==> src/rtl/bitsim_mac_column_seq.sv <==
// Bit-serial dot-product engine: one activation vector against WEIGHT_BITS
// weight bit-columns. Group sums are computed once per tile. Each column then
// contributes a skip/complement term that is negated on the MSB column,
// shifted by its column index and accumulated. The result is saturated and can
// optionally be max-pooled against a previous result.
module bitsim_mac_column_seq #(
    parameter int DATA_WIDTH    = 8,
    parameter int VEC_LENGTH    = 16,
    parameter int GROUP_SIZE    = 8,
    parameter int NUM_GROUPS    = VEC_LENGTH / GROUP_SIZE,
    parameter int SEL_PER_GROUP = GROUP_SIZE / 2,
    parameter int SEL_WIDTH     = $clog2(GROUP_SIZE) + 1,
    parameter int WEIGHT_BITS   = 8,
    parameter int ACC_WIDTH     = DATA_WIDTH + WEIGHT_BITS + $clog2(VEC_LENGTH),
    parameter int RESULT_WIDTH  = 2 * DATA_WIDTH
) (
    input  logic                                        clk,
    input  logic                                        reset,
    input  logic                                        act_valid,
    output logic                                        act_ready,
    input  logic [VEC_LENGTH*DATA_WIDTH-1:0]            act,
    input  logic                                        acc_init,
    input  logic                                        is_pooling,
    input  logic [RESULT_WIDTH-1:0]                     result_prev,
    input  logic                                        col_valid,
    output logic                                        col_ready,
    input  logic [NUM_GROUPS*SEL_PER_GROUP*SEL_WIDTH-1:0] col_sel,
    input  logic [NUM_GROUPS-1:0]                       col_skip_zero,
    output logic                                        out_valid,
    input  logic                                        out_ready,
    output logic [RESULT_WIDTH-1:0]                     result
);

    localparam int GSUM_W = DATA_WIDTH + $clog2(GROUP_SIZE);
    localparam int CNT_W  = (WEIGHT_BITS > 1) ? $clog2(WEIGHT_BITS) : 1;
    localparam int CMP_W  = (ACC_WIDTH > RESULT_WIDTH) ? ACC_WIDTH : RESULT_WIDTH;

    localparam logic [CNT_W-1:0] LAST_COL = CNT_W'(WEIGHT_BITS - 1);

    localparam logic signed [CMP_W-1:0] RES_MAX =
        {{(CMP_W-RESULT_WIDTH+1){1'b0}}, {(RESULT_WIDTH-1){1'b1}}};
    localparam logic signed [CMP_W-1:0] RES_MIN =
        {{(CMP_W-RESULT_WIDTH+1){1'b1}}, {(RESULT_WIDTH-1){1'b0}}};

    localparam logic [2:0] S_IDLE  = 3'd0;
    localparam logic [2:0] S_SUMS  = 3'd1;
    localparam logic [2:0] S_RUN   = 3'd2;
    localparam logic [2:0] S_DRAIN = 3'd3;
    localparam logic [2:0] S_DONE  = 3'd4;

    logic [2:0]                       state;
    logic [VEC_LENGTH*DATA_WIDTH-1:0] act_q;
    logic                             pool_q;
    logic signed [RESULT_WIDTH-1:0]   prev_q;
    logic signed [GSUM_W-1:0]         group_sum_q [NUM_GROUPS];
    logic signed [GSUM_W-1:0]         group_sum_d [NUM_GROUPS];
    logic signed [ACC_WIDTH-1:0]      sel_sum     [NUM_GROUPS];
    logic signed [ACC_WIDTH-1:0]      col_term;
    logic [CNT_W-1:0]                 col_cnt;
    logic                             p1_valid;
    logic signed [ACC_WIDTH-1:0]      p1_term;
    logic [CNT_W-1:0]                 p1_tag;
    logic signed [ACC_WIDTH-1:0]      stage2_term;
    logic signed [ACC_WIDTH-1:0]      acc;
    logic signed [CMP_W-1:0]          acc_ext;
    logic signed [RESULT_WIDTH-1:0]   sat_val;
    logic signed [RESULT_WIDTH-1:0]   res_d;
    logic                             col_fire;

    assign act_ready = (state == S_IDLE);
    assign col_ready = (state == S_RUN);
    assign col_fire  = col_valid && (state == S_RUN);

    // Per-group sum of all latched activations, registered in SUMS.
    always_comb begin
        for (int unsigned g = 0; g < NUM_GROUPS; g++) begin
            group_sum_d[g] = '0;
            for (int unsigned i = 0; i < GROUP_SIZE; i++) begin
                group_sum_d[g] = group_sum_d[g] +
                    GSUM_W'($signed(act_q[(g*GROUP_SIZE+i)*DATA_WIDTH +: DATA_WIDTH]));
            end
        end
    end

    // Column term: selected-lane sum per group, or its complement within the group.
    always_comb begin
        int unsigned sel;
        col_term = '0;
        for (int unsigned g = 0; g < NUM_GROUPS; g++) begin
            sel_sum[g] = '0;
            for (int unsigned k = 0; k < SEL_PER_GROUP; k++) begin
                sel = 32'(col_sel[(g*SEL_PER_GROUP+k)*SEL_WIDTH +: SEL_WIDTH]);
                if (sel < GROUP_SIZE) begin
                    sel_sum[g] = sel_sum[g] +
                        ACC_WIDTH'($signed(act_q[(g*GROUP_SIZE+sel)*DATA_WIDTH +: DATA_WIDTH]));
                end
            end
            if (col_skip_zero[g]) begin
                col_term = col_term + sel_sum[g];
            end else begin
                col_term = col_term + ACC_WIDTH'(group_sum_q[g]) - sel_sum[g];
            end
        end
    end

    // Stage 2 weighting: shift by column index, negate the sign column.
    always_comb begin
        stage2_term = p1_term <<< p1_tag;
        if (p1_tag == LAST_COL) begin
            stage2_term = -stage2_term;
        end
    end

    // Output value: saturate the accumulator, then optional max-pool (ties keep prev).
    always_comb begin
        acc_ext = CMP_W'(acc);
        if (acc_ext > RES_MAX) begin
            sat_val = RES_MAX[RESULT_WIDTH-1:0];
        end else if (acc_ext < RES_MIN) begin
            sat_val = RES_MIN[RESULT_WIDTH-1:0];
        end else begin
            sat_val = acc_ext[RESULT_WIDTH-1:0];
        end
        res_d = sat_val;
        if (pool_q && !(sat_val > prev_q)) begin
            res_d = prev_q;
        end
    end

    // Tile sequencer, column pipeline and accumulator.
    always_ff @(posedge clk) begin
        if (reset) begin
            state     <= S_IDLE;
            act_q     <= '0;
            pool_q    <= 1'b0;
            prev_q    <= '0;
            col_cnt   <= '0;
            p1_valid  <= 1'b0;
            p1_term   <= '0;
            p1_tag    <= '0;
            acc       <= '0;
            out_valid <= 1'b0;
            result    <= '0;
            for (int unsigned g = 0; g < NUM_GROUPS; g++) begin
                group_sum_q[g] <= '0;
            end
        end else begin
            p1_valid <= col_fire;
            if (col_fire) begin
                p1_term <= col_term;
                p1_tag  <= col_cnt;
            end
            if (p1_valid) begin
                acc <= acc + stage2_term;
            end
            case (state)
                S_IDLE: begin
                    if (act_valid) begin
                        act_q  <= act;
                        pool_q <= is_pooling;
                        prev_q <= result_prev;
                        acc    <= acc_init ? ACC_WIDTH'($signed(result_prev)) : '0;
                        state  <= S_SUMS;
                    end
                end
                S_SUMS: begin
                    for (int unsigned g = 0; g < NUM_GROUPS; g++) begin
                        group_sum_q[g] <= group_sum_d[g];
                    end
                    col_cnt <= '0;
                    state   <= S_RUN;
                end
                S_RUN: begin
                    if (col_valid) begin
                        col_cnt <= col_cnt + CNT_W'(1);
                        if (col_cnt == LAST_COL) begin
                            state <= S_DRAIN;
                        end
                    end
                end
                S_DRAIN: begin
                    // An empty stage 1 here means the final add landed on the previous edge.
                    if (!p1_valid) begin
                        result    <= res_d;
                        out_valid <= 1'b1;
                        state     <= S_DONE;
                    end
                end
                S_DONE: begin
                    if (out_ready) begin
                        out_valid <= 1'b0;
                        state     <= S_IDLE;
                    end
                end
                default: state <= S_IDLE;
            endcase
        end
    end

endmodule

==> config.mk <==
export PLATFORM = sky130hd
export DESIGN_NAME = bitsim_mac_column_seq
export DESIGN_NICKNAME = d
export VERILOG_FILES = /design/src/rtl/bitsim_mac_column_seq.sv
export SDC_FILE = /design/constraint.sdc
export NUM_CORES = 1
export LEC_CHECK = 0
export ABC_CLOCK_PERIOD_IN_PS = 28300
export BUFFER_PORTS_ARGS = -buffer_cell sky130_fd_sc_hd__buf_2
export CAP_MARGIN = 20
export CORE_ASPECT_RATIO = 1.25
export CORE_UTILIZATION = 57
export CTS_BUF_LIST = sky130_fd_sc_hd__clkbuf_4
export DETAILED_ROUTE_END_ITERATION = 7
export PLACE_DENSITY = 0.78
export SLEW_MARGIN = 20
export SYNTH_ARGS = -nofsm -noshare
export SYNTH_HDL_FRONTEND = slang
export SYNTH_SLANG_ARGS = --single-unit
==> constraint.sdc <==
create_clock -name clk -period 28.3 [get_ports clk]
set_input_delay 4.245 -clock clk [delete_from_list [all_inputs] [get_ports clk]]
set_output_delay 4.245 -clock clk [all_outputs]
set_load 0.05 [all_outputs]
==> flow_metrics.env <==
export IMPL_r2r_end="p1_term[19]"
export IMPL_dr_pass1_iters=6
export IMPL_max_slew_worst_pin_slew_ps=1080
export IMPL_path_common_cell="o21ai_0"
export IMPL_antenna_found_initial=5
export IMPL_total_power_mw=1.82
export IMPL_overflow=0
export IMPL_nNetsFinal=3807
export IMPL_start_kind="input pin"
export IMPL_n_fill_cell=4109
export IMPL_hold_path_class="reg -> reg"
export IMPL_timing_rr_start="act_q[120]"
export IMPL_start_util_pct=58.1
export IMPL_power_switching_mw=0.832
export IMPL_syn_nets=3676
export IMPL_most_common_layout_cells="447 x nand2_1, 302 x a21oi_1, 272 x inv_1"
export IMPL_status="finished clean"
export IMPL_dpl_cell_area_um2=29100
export IMPL_wl_mm=81.9
export IMPL_fin_ws_ps=13730
export IMPL_rsz0062_at_grt="false"
export IMPL_critical_path_max_stage_delay_ps=570
export IMPL_cap_violations=0
export IMPL_gp_congestion=0.990
export IMPL_cp_arrival_ps=15270
export IMPL_slew_violations=0
export IMPL_cts_resized=0
export IMPL_antenna_left=0
export IMPL_port_buffers=203
export IMPL_grt_pass1_vias=24400
export IMPL_power_frac_comb_pct=61.5
export IMPL_dp_slack_ps=12990
export IMPL_grt_busiest_layer="met2"
export IMPL_wl_per_cell_um=20.7
export IMPL_grt_usage_pct=33.1
export IMPL_viasPerCell=6.24
export IMPL_intPower_mw=0.986
export IMPL_synthArstFlopShare_pct=0
export IMPL_critPathSlowestCell="mux4_2"
export IMPL_hold_ws_ps=474
export IMPL_fin_skew_ps=24.5
export IMPL_fin_cells=3962
export IMPL_cts_buffers=61
export IMPL_syn2layout_area_growth_pct=8.04
export IMPL_fin_setup_tns_ps=0
export IMPL_critical_path_class="in -> reg"
export IMPL_first_iter_violations=1888
export IMPL_fmax_mhz=68.6
export IMPL_dp_hpwl_mm=64.7
export IMPL_post_cts_buffers=0
export IMPL_ctsRootBufferMaster="clkbuf_4"
export IMPL_holdCritStartpoint="prev_q[11]"
export IMPL_finalSetupViolations=0
export IMPL_vias=24700
export IMPL_pin_count=204
export IMPL_route_detailed_drc=0
export IMPL_power_density_nw_per_um2=60.9
export IMPL_timing_slew_headroom_pct=27.3
export IMPL_sequentialPowerShare_pct=22.1
export IMPL_clk_pin_slew_ps=70
export IMPL_holdPathEnd="prev_q[11]"
export IMPL_dp_cells=3853
export IMPL_worstSetupStartpoint="col_sel[4]"
export IMPL_syn_area_per_cell_um2=8.77
export IMPL_yosysUniqueCellTypes=75
export IMPL_netlist_area_um2=27600
export IMPL_crit_path_max_fanout=32
export IMPL_cts_sinks=234
export IMPL_die_h_um=248
export IMPL_leakage_nw=12.9
export IMPL_irDropWorstVdd_uv=38.3
export IMPL_met1_usage_pct=37.0
export IMPL_fin_area_um2=29800
export IMPL_holdPathStages=2
export IMPL_design_core_area_um2=47500
export IMPL_power_frac_clock_pct=16.4
export IMPL_met3_usage_pct=6.15
export IMPL_synthesis_instances=3148
export IMPL_seq_area_frac_synth_pct=17.8
export IMPL_grt_max_degree=97
export IMPL_reg2regPathDepth=49
export IMPL_cts_tree="done"
export IMPL_fin_util_pct=62.8
export IMPL_dieWidth_um=199
export IMPL_ys_seq_elements=234
export IMPL_rows=89
export IMPL_cts_hold_buf=0
export IMPL_yosysWarnings=0
export IMPL_die_area_um2=49300
export IMPL_worstSkewPairLatency_ps=840
export IMPL_period_share_pct=51.5
export IMPL_drive_gt1_share_pct=17.9
export IMPL_grt_pass1_wl_mm=127
export IMPL_finalHoldViolCount=0
export IMPL_end_kind="flop"
export IMPL_use_met2_pct=58.7
export IMPL_clock_path_buffers=3
export IMPL_cp_required_ps=29000
export IMPL_layout_commonest_cell="nand2_1"
export IMPL_h_tree_depth=2
export IMPL_swShare_pct=45.8
export IMPL_synth_edf_count=22
export IMPL_r2r_slack_ps=17320
export IMPL_finalCriticalPeriod_ps=14570
export IMPL_synthFlopType="dfxtp_1"
## per-layer routing
metal | part of all wire (%) | up-vias
met1 | 35 | 11800
li1 | - | 11500
met3 | 7.6 | 288
met4 | 6.2 | 2
met5 | 0.013 | -
met2 | 51 | 1171
## critical path: cells and delay by family
family,cells,cell delay (ps)
AO/OA/AOI/OAI,19,4060
adder cells (fa/ha/maj),8,3060
buffers and inverters,5,710
multiplexers,4,1520
XOR/XNOR,3,480
AND/OR/NAND/NOR,11,1150
## sequential cells by signal, indices dropped and copies added, names as in the netlist
name,flops
group_sum_q,22
out_valid,1
acc,20
col_cnt,3
prev_q,16
p1_term,20
p1_valid,1
result,16
p1_tag,3
act_q,128
pool_q,1
state,3
## power by group through the flow
| stage | combinational, mW | sequential (mW) | clock (mW) |
|---|---|---|---|
| 2_1_floorplan | 0.846 | 0.392 | 0 |
| 3_3_place_gp | 1.05 | 0.406 | 0 |
| 3_5_place_dp | 1.09 | 0.408 | 0 |
| 4_1_cts | 1.10 | 0.401 | 0.304 |
| 5_1_grt | 1.24 | 0.404 | 0.321 |
| 6_report | 1.12 | 0.402 | 0.298 |
## Yosys cell counts, drive strengths merged (4+ instances only)
| cell | n | area (um2) |
|---|---|---|
| xnor2 | 96 | 841 |
| nor2b | 26 | 163 |
| a21o | 66 | 497 |
| a211o | 4 | 35.0 |
| a311oi | 4 | 35.0 |
| nand3 | 27 | 135 |
| o31ai | 8 | 65.1 |
| inv | 274 | 1030 |
| nand4 | 14 | 87.6 |
| a31oi | 31 | 194 |
| mux2i | 120 | 1200 |
| fa | 134 | 2680 |
| o21a | 46 | 345 |
| and2 | 14 | 87.6 |
| buf | 35 | 156 |
| edfxtp | 22 | 661 |
| mux2 | 29 | 327 |
| ha | 209 | 2620 |
| nand2 | 448 | 1680 |
| a2111oi | 4 | 36.3 |
| o21bai | 30 | 225 |
| and3 | 11 | 68.8 |
| dfxtp | 212 | 4240 |
| mux4 | 200 | 4500 |
| or2 | 9 | 56.3 |
| a21boi | 8 | 60.1 |
| o211ai | 12 | 90.1 |
| xor2 | 60 | 526 |
| a21oi | 304 | 1530 |
| nor2 | 215 | 807 |
| nand3b | 4 | 30.0 |
| nand2b | 23 | 144 |
| nor4 | 7 | 43.8 |
| clkbuf | 137 | 514 |
| nor3b | 6 | 50.1 |
| or3 | 11 | 68.8 |
| o21ai | 160 | 801 |
| nor3 | 43 | 215 |
| a211oi | 44 | 335 |
| o41ai | 8 | 108 |
## worst max-delay path by stage
stage / cells after the start / to / slack, ps
final: 50 / p1_term[19] / 13730
after global routing: 52 / p1_term[19] / 12890
after CTS: 50 / p1_term[19] / 13840
after detailed placement: 50 / p1_term[19] / 12990
after global placement: 52 / p1_term[19] / 13290
after floorplan: 50 / p1_term[19] / 13810
## cells by family after synthesis
kind of cell	share of synthesized area [%]
muxes	21.8
xor gates and xnor gates	5.03
and+or+nand+nor	13.4
AOI/OAI and AO/OA	16.6
adders and majority gates	19.2
buffers and inverters	6.15
DFF	17.8
## cell type report
type	instances	area [um2]	share of cell area (%)
Clock buffer	84	631	2.11
Multi-Input combinational cell	2468	21000	70.5
Antenna cell	5	12.5	0.0419
Sequential cell	234	4900	16.4
Clock inverter	20	126	0.424
Timing Repair Buffer	240	1300	4.36
Tap cell	637	797	2.67
Inverter	274	1030	3.45
Power figures use the tool's default switching activity.
